$ cat config.mk
export PLATFORM = sky130hd
export DESIGN_NAME = bayer_seq_ctrl
export DESIGN_NICKNAME = d
export VERILOG_FILES = /design/src/rtl/bayer_seq_pkg.sv /design/src/rtl/bayer_seq_ctrl.sv
export SDC_FILE = /design/constraint.sdc
export NUM_CORES = 1
export LEC_CHECK = 0
export ABC_CLOCK_PERIOD_IN_PS = 3800
export CORE_ASPECT_RATIO = 0.75
export CORE_MARGIN = 2
export CORE_UTILIZATION = 40
export DETAILED_ROUTE_END_ITERATION = 10
export PLACE_DENSITY = 0.73
export SLEW_MARGIN = 20
export SYNTH_ARGS = -nofsm -noshare
export SYNTH_HDL_FRONTEND = slang
export SYNTH_SLANG_ARGS = --single-unit
$ cat constraint.sdc
create_clock -name sys_clk -period 3.8 [get_ports sys_clk]
set_clock_uncertainty 0.1 [all_clocks]
set_input_delay 0.95 -clock sys_clk [delete_from_list [all_inputs] [get_ports sys_clk]]
set_output_delay 0.95 -clock sys_clk [all_outputs]
set_load 0.05 [all_outputs]
$ cat src/rtl/bayer_seq_pkg.sv
// Shared types and constants for the Bayer reorder-buffer sequencer.
// The buffer drains in fixed 32-beat bursts.
package bayer_seq_pkg;

  typedef enum logic [1:0] {
    CLEAR,
    IDLE,
    RUN,
    FLUSH
  } state_t;

  localparam int BURST_BEATS = 32;
  localparam int BURST_LOG2  = 5;

endpackage

$ cat src/rtl/bayer_seq_ctrl.sv
// Frame sequencer for the Bayer reorder buffer: gates input beats,
// maps backpressure to pause, drives flush and per-frame buffer reset.
module bayer_seq_ctrl
  import bayer_seq_pkg::*;
#(
  parameter int CNT_W  = 24,
  parameter int FCNT_W = 16
) (
  input  logic              sys_clk,
  input  logic              sys_rst_n,
  input  logic [CNT_W-1:0]  cfg_frame_beats,
  input  logic              cfg_continuous,
  input  logic              start,
  input  logic              src_valid,
  output logic              src_ready,
  input  logic              dst_ready,
  output logic              dst_valid,
  output logic              dst_last,
  output logic              rs_input_valid,
  output logic              rs_pause,
  output logic              rs_end_in,
  output logic              rs_rst,
  input  logic              rs_output_valid,
  input  logic              rs_end_out,
  output logic              busy,
  output logic              frame_done,
  output logic              err_cfg,
  output logic              err_count,
  output logic [FCNT_W-1:0] frame_cnt
);

  state_t state_q, state_d;

  logic [CNT_W-1:0]  beats_q, beats_d;
  logic [CNT_W-1:0]  in_cnt_q, in_cnt_d;
  logic [CNT_W-1:0]  out_cnt_q, out_cnt_d;
  logic [FCNT_W-1:0] fcnt_q, fcnt_d;
  logic              cont_q, cont_d;
  logic              pend_q, pend_d;
  logic              done_q, done_d;
  logic              ecfg_q, ecfg_d;
  logic              ecnt_q, ecnt_d;

  logic             cfg_ok;
  logic             in_fire;
  logic             out_fire;
  logic [CNT_W-1:0] last_idx;

  assign cfg_ok = (cfg_frame_beats != '0) &&
    (cfg_frame_beats[BURST_LOG2-1:0] == '0);
  assign last_idx = beats_q - CNT_W'(1);

  assign rs_pause       = ~dst_ready;
  assign src_ready      = (state_q == RUN) & dst_ready;
  assign rs_input_valid = src_valid & src_ready;
  assign rs_end_in      = (state_q == FLUSH);
  assign rs_rst         = (state_q == CLEAR);
  assign dst_valid      = rs_output_valid &
    ((state_q == RUN) | (state_q == FLUSH));
  assign dst_last  = dst_valid & (out_cnt_q == last_idx);
  assign busy      = (state_q != IDLE);
  assign frame_done = done_q;
  assign err_cfg   = ecfg_q;
  assign err_count = ecnt_q;
  assign frame_cnt = fcnt_q;

  assign in_fire  = rs_input_valid;
  assign out_fire = dst_valid & dst_ready;

  always_comb begin
    state_d   = state_q;
    beats_d   = beats_q;
    cont_d    = cont_q;
    pend_d    = pend_q;
    fcnt_d    = fcnt_q;
    ecfg_d    = ecfg_q;
    ecnt_d    = ecnt_q;
    done_d    = 1'b0;
    in_cnt_d  = in_cnt_q + CNT_W'(in_fire);
    out_cnt_d = out_cnt_q + CNT_W'(out_fire);
    unique case (state_q)
      CLEAR: begin
        in_cnt_d  = '0;
        out_cnt_d = '0;
        state_d   = IDLE;
      end
      IDLE: begin
        if (start || pend_q) begin
          pend_d = 1'b0;
          if (cfg_ok) begin
            state_d = RUN;
            beats_d = cfg_frame_beats;
            cont_d  = cfg_continuous;
          end else begin
            ecfg_d = 1'b1;
          end
        end
      end
      RUN: begin
        if (in_fire && (in_cnt_q == last_idx)) begin
          state_d = FLUSH;
        end
      end
      FLUSH: begin
        if (rs_end_out) begin
          state_d = CLEAR;
          done_d  = 1'b1;
          fcnt_d  = fcnt_q + FCNT_W'(1);
          pend_d  = cont_q;
          if (out_cnt_q != beats_q) begin
            ecnt_d = 1'b1;
          end
        end
      end
      default: state_d = CLEAR;
    endcase
  end

  always_ff @(posedge sys_clk or negedge sys_rst_n) begin
    if (!sys_rst_n) begin
      state_q   <= CLEAR;
      beats_q   <= '0;
      in_cnt_q  <= '0;
      out_cnt_q <= '0;
      fcnt_q    <= '0;
      cont_q    <= 1'b0;
      pend_q    <= 1'b0;
      done_q    <= 1'b0;
      ecfg_q    <= 1'b0;
      ecnt_q    <= 1'b0;
    end else begin
      state_q   <= state_d;
      beats_q   <= beats_d;
      in_cnt_q  <= in_cnt_d;
      out_cnt_q <= out_cnt_d;
      fcnt_q    <= fcnt_d;
      cont_q    <= cont_d;
      pend_q    <= pend_d;
      done_q    <= done_d;
      ecfg_q    <= ecfg_d;
      ecnt_q    <= ecnt_d;
    end
  end

endmodule

==> impl_metrics.json, run 1 <==
{
  "vias": 4881,
  "ir_drop_mv": 0.212,
  "cp.arrival_ps": 3160,
  "antenna_found_initial": 0,
  "ant_nets": 0,
  "ys_seq_area_share_pct": 40.7,
  "cts_htree_levels": 3,
  "synth_flop_cell": "dfrtp_1",
  "top_level_ports": 59,
  "setup_ws_ps": -406,
  "r2r_slack_ps": 750,
  "port-buffer-count": 58,
  "firstDrtPassIters": 4,
  "clkLatencyLatePin_ps": 360,
  "dp_hpwl_mm": 12.0,
  "violations": "setup timing",
  "gr-total-overflow": 0,
  "whs_path_depth": 1,
  "fp.dieW_um": 144,
  "rows": 38,
  "worstMarginPinSlew_ps": 628,
  "via_per_inst": 5.43,
  "wl_per_cell_um": 17.2,
  "drive_gt1_share_pct": 15.2,
  "synth-edff-count": 0,
  "ys_warn_count": 0,
  "nets": 736,
  "dieArea_um2": 15600,
  "syn_nets": 655,
  "final-max-slew-violation-count": 0,
  "slew_headroom_pct": 58.2,
  "busiest_layer": "met1",
  "hold_viol": 0,
  "final_common_cell": "dfrtp_1",
  "layout.area.seq_um2": 2380,
  "fin_crit_sh_pct": 111,
  "max_freq_mhz": 238,
  "place_ws_ps": -57.3,
  "grt_max_degree": 50,
  "grt_use_total_pct": 20.5,
  "multi_input_area_um2": 3290,
  "reg2reg_depth": 12,
  "drv_cap": 0,
  "critPathRequiredTime_ps": 2750,
  "worstHoldPathType": "reg -> reg",
  "met3_usage_pct": 3.51,
  "numCtsBuffers": 9,
  "clkTransAtPathRegs_ps": 80,
  "hold-worst-slack_ps": 373,
  "route.detailed.drc": 0,
  "cts_tree": "built",
  "wirelength_mm": 15.5,
  "place_congestion": 0.901,
  "die_y_um": 109,
  "ys_async_sr_fraction_pct": 100,
  "area_growth_pct": 23.4,
  "ys_seq_elements": 95,
  "cp-start-kind": "register",
  "end_kind": "output pin",
  "grt_pass1_wl_mm": 24.5,
  "core-area_um2": 14400,
  "postSynthAreaPerCell_um2": 9.53,
  "dr.first_iter.drc_count": 290,
  "cts_root_buf": "clkbuf_16",
  "synth_cell_types": 57,
  "cts_setup_buffers": 0,
  "cts_sinks": 95,
  "clockBufferDepth": 2,
  "p_per_area_nw_per_um2": 331,
  "final_cell_mix": "dfrtp_1 (95), xor2_1 (63), xnor2_1 (61)",
  "diodes": 0,
  "rsz0062_at_grt": "yes",
  "status": "finished, violations left",
  "p_leak_nw": 3.30,
  "cp_max_fo": 2,
  "min_period_ps": 4210,
  "stdcell_area_um2": 7210,
  "setup_viol": 1,
  "start_util_pct": 40.7,
  "criticalPathCategory": "reg -> out",
  "grt_pass1_vias": 4652,
  "netlist_instances": 613,
  "num-fill-cells": 1321,
  "met1_usage_pct": 30.9,
  "met2_usage_pct": 30.1,
  "setup_tns_ps": -406,
  "final_core_util_pct": 50.2,
  "dpl_cell_area_um2": 6920,
  "synth_area_um2": 5840
}
==> flip-flops by register name, summed over array words and instances (netlist names) <==
register    flops
out_cnt_q      24
beats_q        24
in_cnt_q       24
frame_cnt      16
err_count       1
cont_q          1
state_q         2
frame_done      1
err_cfg         1
pend_q          1
==> per-stage QoR <==
step                cells  total power [mW]
floorplan             613              1.39
global placement      883              1.51
detailed placement    883              1.53
CTS                   899              2.41
global route          899              2.50
finish                899              2.38
==> where the power goes <==
group / switching [mW] / leakage [nW] / internal, mW
logic: 0.167 / 1.87 / 0.177
clock network: 0.417 / 0.135 / 0.456
registers: 0.0984 / 1.30 / 1.07
total: 0.683 / 3.30 / 1.70
==> worst max-delay path, stage by stage, from the launching register on <==
cell and delay, ps:
dfrtp_1 380, or4_4 540, or4_4 430, or3_4 360, xnor2_1 140, nor4_1 280, nand4_1 210, a221oi_4 280
buf_12 180
==> routing by layer <==
| layer | vias to the layer above | wire length (µm) |
|---|---|---|
| met5 | - | 0 |
| met4 | 0 | 209 |
| met3 | 19 | 1120 |
| met2 | 173 | 6560 |
| met1 | 2390 | 7570 |
| li1 | 2299 | - |
==> area by class of cell <==
| type | instances | area share, % |
|---|---|---|
| sequential | 95 | 33.0 |
| clock buffer | 9 | 3.12 |
| tap | 200 | 3.47 |
| multi-input combinational | 470 | 45.7 |
| timing repair buffer | 104 | 13.2 |
| inverter | 14 | 0.729 |
| clock inverter | 7 | 0.850 |
==> Yosys cell counts, types with 3 or more instances <==
master,count,area share [%]
nand3b_1,7,0.90
dfrtp_1,95,41
nor4_1,17,1.8
xnor2_1,61,9.1
buf_2,8,0.69
a21oi_1,14,1.2
nor3_1,17,1.5
or2_2,3,0.32
o21ai_0,17,1.5
inv_1,14,0.90
and2_1,11,1.2
or4_1,3,0.39
nor3b_1,3,0.39
ha_1,10,2.1
nor2_1,60,3.9
nand2b_1,4,0.43
nand3_1,23,2.0
nand2_1,36,2.3
and3_1,7,0.75
nor2b_1,7,0.75
xor2_1,63,9.4
or3_1,16,1.7
and4_1,4,0.60
mux2_2,22,4.2
nand4_1,28,3.0
clkbuf_1,22,1.4
==> cells by family (layout without fill, tap and decap cells) <==
| kind of cell | after synthesis | after routing | synth area share (%) |
|---|---|---|---|
| AOI/OAI and AO/OA | 58 | 58 | 6.94 |
| xor gates and xnor gates | 124 | 124 | 18.6 |
| adders and majority gates | 10 | 10 | 2.14 |
| buffers and inverters | 48 | 134 | 3.51 |
| DFF | 95 | 95 | 40.7 |
| muxes | 24 | 24 | 4.58 |
| and+or+nand+nor | 254 | 254 | 23.6 |
==> repair_timing <==
action	in CTS	in global routing
pin swaps	2	2
hold buffers	0	0
setup endpoints to repair	1	1
gates cloned	0	0
gates resized for setup	2	0
==> path summary, 6_finish.rpt <==
check	start	endpoint
worst max-delay path	beats_q[15]	dst_last
worst min-delay path	frame_cnt[15]	frame_cnt[15]
worst max register to register	state_q[1]	out_cnt_q[22]
worst min register to register	frame_cnt[15]	frame_cnt[15]
max in group asynchronous	sys_rst_n	out_cnt_q[22]
min in group asynchronous	sys_rst_n	beats_q[6]
Power figures use the tool's default switching activity.
==> run 2: changes to the inputs <==
--- a/config.mk
+++ b/config.mk
@@ -5,12 +5,11 @@
 export SDC_FILE = /design/constraint.sdc
 export NUM_CORES = 1
 export LEC_CHECK = 0
-export ABC_CLOCK_PERIOD_IN_PS = 3800
+export ABC_CLOCK_PERIOD_IN_PS = 4900
 export CORE_ASPECT_RATIO = 0.75
-export CORE_MARGIN = 2
 export CORE_UTILIZATION = 40
 export DETAILED_ROUTE_END_ITERATION = 10
-export PLACE_DENSITY = 0.73
+export PLACE_DENSITY = 0.7
 export SLEW_MARGIN = 20
 export SYNTH_ARGS = -nofsm -noshare
 export SYNTH_HDL_FRONTEND = slang
==> constraint.sdc (replaced) <==
create_clock -name sys_clk -period 4.9 [get_ports sys_clk]
set_clock_uncertainty 0.1 [all_clocks]
set_input_delay 1.225 -clock sys_clk [delete_from_list [all_inputs] [get_ports sys_clk]]
set_output_delay 1.225 -clock sys_clk [all_outputs]
set_load 0.05 [all_outputs]
==> run 2 against run 1 <==
Compared with the run above: worst setup slack better by 630 ps; combinational power decreased by 24%; the flow now finishes without violations; clock power is 23% lower; utilization down 0.71 points.
==> impl_metrics.json, run 2 (synthesized netlist as in run 1, its figures left out) <==
{
  "num-fill-cells": 1310,
  "grt_pass1_vias": 4472,
  "cp_max_fo": 9,
  "core-area_um2": 14000,
  "dieArea_um2": 15100,
  "dpl_cell_area_um2": 6600,
  "grt_max_degree": 79,
  "max_freq_mhz": 214,
  "dr.first_iter.drc_count": 287,
  "cts_sinks": 95,
  "met3_usage_pct": 4.33,
  "p_per_area_nw_per_um2": 265,
  "area_growth_pct": 18.5,
  "critical_path.cell_chain": "or4_4, or4_1, or3_1, xnor2_1, nor4_1, nand4_1, a221oi_2, buf_12",
  "route.detailed.drc": 0,
  "worst_path_largest_cell_delay_ps": 640,
  "cp_top_family": "simple AND/OR/NAND/NOR gates",
  "hold_buffers": 0,
  "cp.arrival_ps": 3350,
  "port-buffer-count": 58,
  "cts_root_buf": "clkbuf_16",
  "gr-total-overflow": 0,
  "drv_cap": 0,
  "sw_frac_of_total_pct": 28.3,
  "grt_pass1_wl_mm": 23.8,
  "r2r_slack_ps": 1680,
  "met2_usage_pct": 29.3,
  "pwr-share-clk_pct": 36.8,
  "ant_nets": 0,
  "top_regs": "beats_q: 24 flops, in_cnt_q: 24 flops, out_cnt_q: 24 flops",
  "p_sw_uw": 520,
  "grt_use_total_pct": 20.7,
  "stdcell_area_um2": 6920,
  "rows": 37,
  "met1_usage_pct": 31.7,
  "place_congestion": 0.891,
  "die_y_um": 107,
  "antenna_found_initial": 0,
  "setup_tns_ps": 0,
  "via_per_inst": 5.41,
  "slew_headroom_pct": 57.7,
  "slowest_stage": "or4_4",
  "cts_htree_levels": 3,
  "sequentialPowerShare_pct": 49.0,
  "vias": 4640,
  "hold_viol": 0,
  "status": "finished clean",
  "setup_viol": 0,
  "numCtsBuffers": 9,
  "critPathRequiredTime_ps": 3580,
  "rsz0062_at_grt": "no",
  "nets": 700,
  "busiest_layer": "met1",
  "top_level_ports": 59,
  "drive_gt1_share_pct": 9.80,
  "p_int_mw": 1.32,
  "p_leak_nw": 3.11,
  "wl_per_cell_um": 17.2,
  "worstMarginPinSlew_ps": 630,
  "cp-start-kind": "register",
  "ir_drop_mv": 0.164,
  "criticalPathCategory": "reg -> out",
  "clkTransAtPathRegs_ps": 70,
  "crit_buf_inv": 1,
  "min_period_ps": 4670,
  "clkLatencyLatePin_ps": 350,
  "final_cell_mix": "dfrtp_1 (95), xor2_1 (63), xnor2_1 (61)",
  "cts_tree": "built",
  "firstDrtPassIters": 5,
  "wirelength_mm": 14.7,
  "final_common_cell": "dfrtp_1",
  "clockBufferDepth": 2,
  "fp.dieW_um": 142,
  "worstHoldPathType": "reg -> reg",
  "start_util_pct": 41.8,
  "p_comb_share_pct": 14.2,
  "final-max-slew-violation-count": 0,
  "dp_hpwl_mm": 11.4,
  "end_kind": "output pin",
  "fin_crit_sh_pct": 95.4,
  "diodes": 0
}
[run 2: cell types whose count changed in the layout (fill, tap and decap cells not counted), moves of 2 or more]
cell             change
buf_12               -2
buf_4               -38
clkdlybuf4s50_1      +3
clkinv_4             +2
[run 2: timing repair]
action,CTS,global route
endpoints found under the hold margin,0,0
gates resized for setup,0,2
endpoints found under the setup margin,0,1
buffers inserted,0,0
[run 2: path summary, 6_finish.rpt]
| path | from | endpoint | depth (start not counted) |
|---|---|---|---|
| max | beats_q[15] | dst_last | 8 |
| min | err_cfg | err_cfg | 1 |
| max reg2reg | state_q[0] | out_cnt_q[23] | 11 |
| min reg2reg | err_cfg | err_cfg | 1 |
| max in group asynchronous | sys_rst_n | beats_q[3] | 2 |
| min in group asynchronous | sys_rst_n | frame_cnt[8] | 1 |
[run 2: power groups by stage]
stage / logic (mW) / clock network, mW / registers, mW
global placement: 0.255 / 0 / 0.912
global route: 0.292 / 0.728 / 0.909
detailed placement: 0.256 / 0 / 0.915
floorplan: 0.195 / 0 / 0.879
CTS: 0.258 / 0.697 / 0.900
finish: 0.260 / 0.676 / 0.900
[run 2: per-stage QoR]
stage	power (mW)	worst slack [ps]	hold WS (ps)	instances	util, %
global placement	1.17	468	349	841	47.2
floorplan	1.07	447	379	613	-
finish	1.84	225	368	858	49.5
detailed placement	1.17	443	354	841	47.2
CTS	1.85	65.8	374	857	49.2
global route	1.93	32.1	411	858	49.5
[run 2: layer usage]
metal | routed length, µm | share of wire [%] | vias to the layer above
met3 | 842 | 5.7 | 12
met2 | 5890 | 40 | 145
met5 | 0 | 0 | -
met1 | 7860 | 53 | 2255
met4 | 132 | 0.90 | 0
li1 | - | - | 2228
[run 2: area by class of cell]
class | count | area [µm²] | area share [%]
Clock inverter | 7 | 62.6 | 0.904
Sequential cell | 95 | 2380 | 34.3
Multi-Input combinational cell | 470 | 3280 | 47.3
Clock buffer | 9 | 225 | 3.25
Tap cell | 195 | 244 | 3.52
Inverter | 14 | 52.6 | 0.759
Timing Repair Buffer | 68 | 683 | 9.87
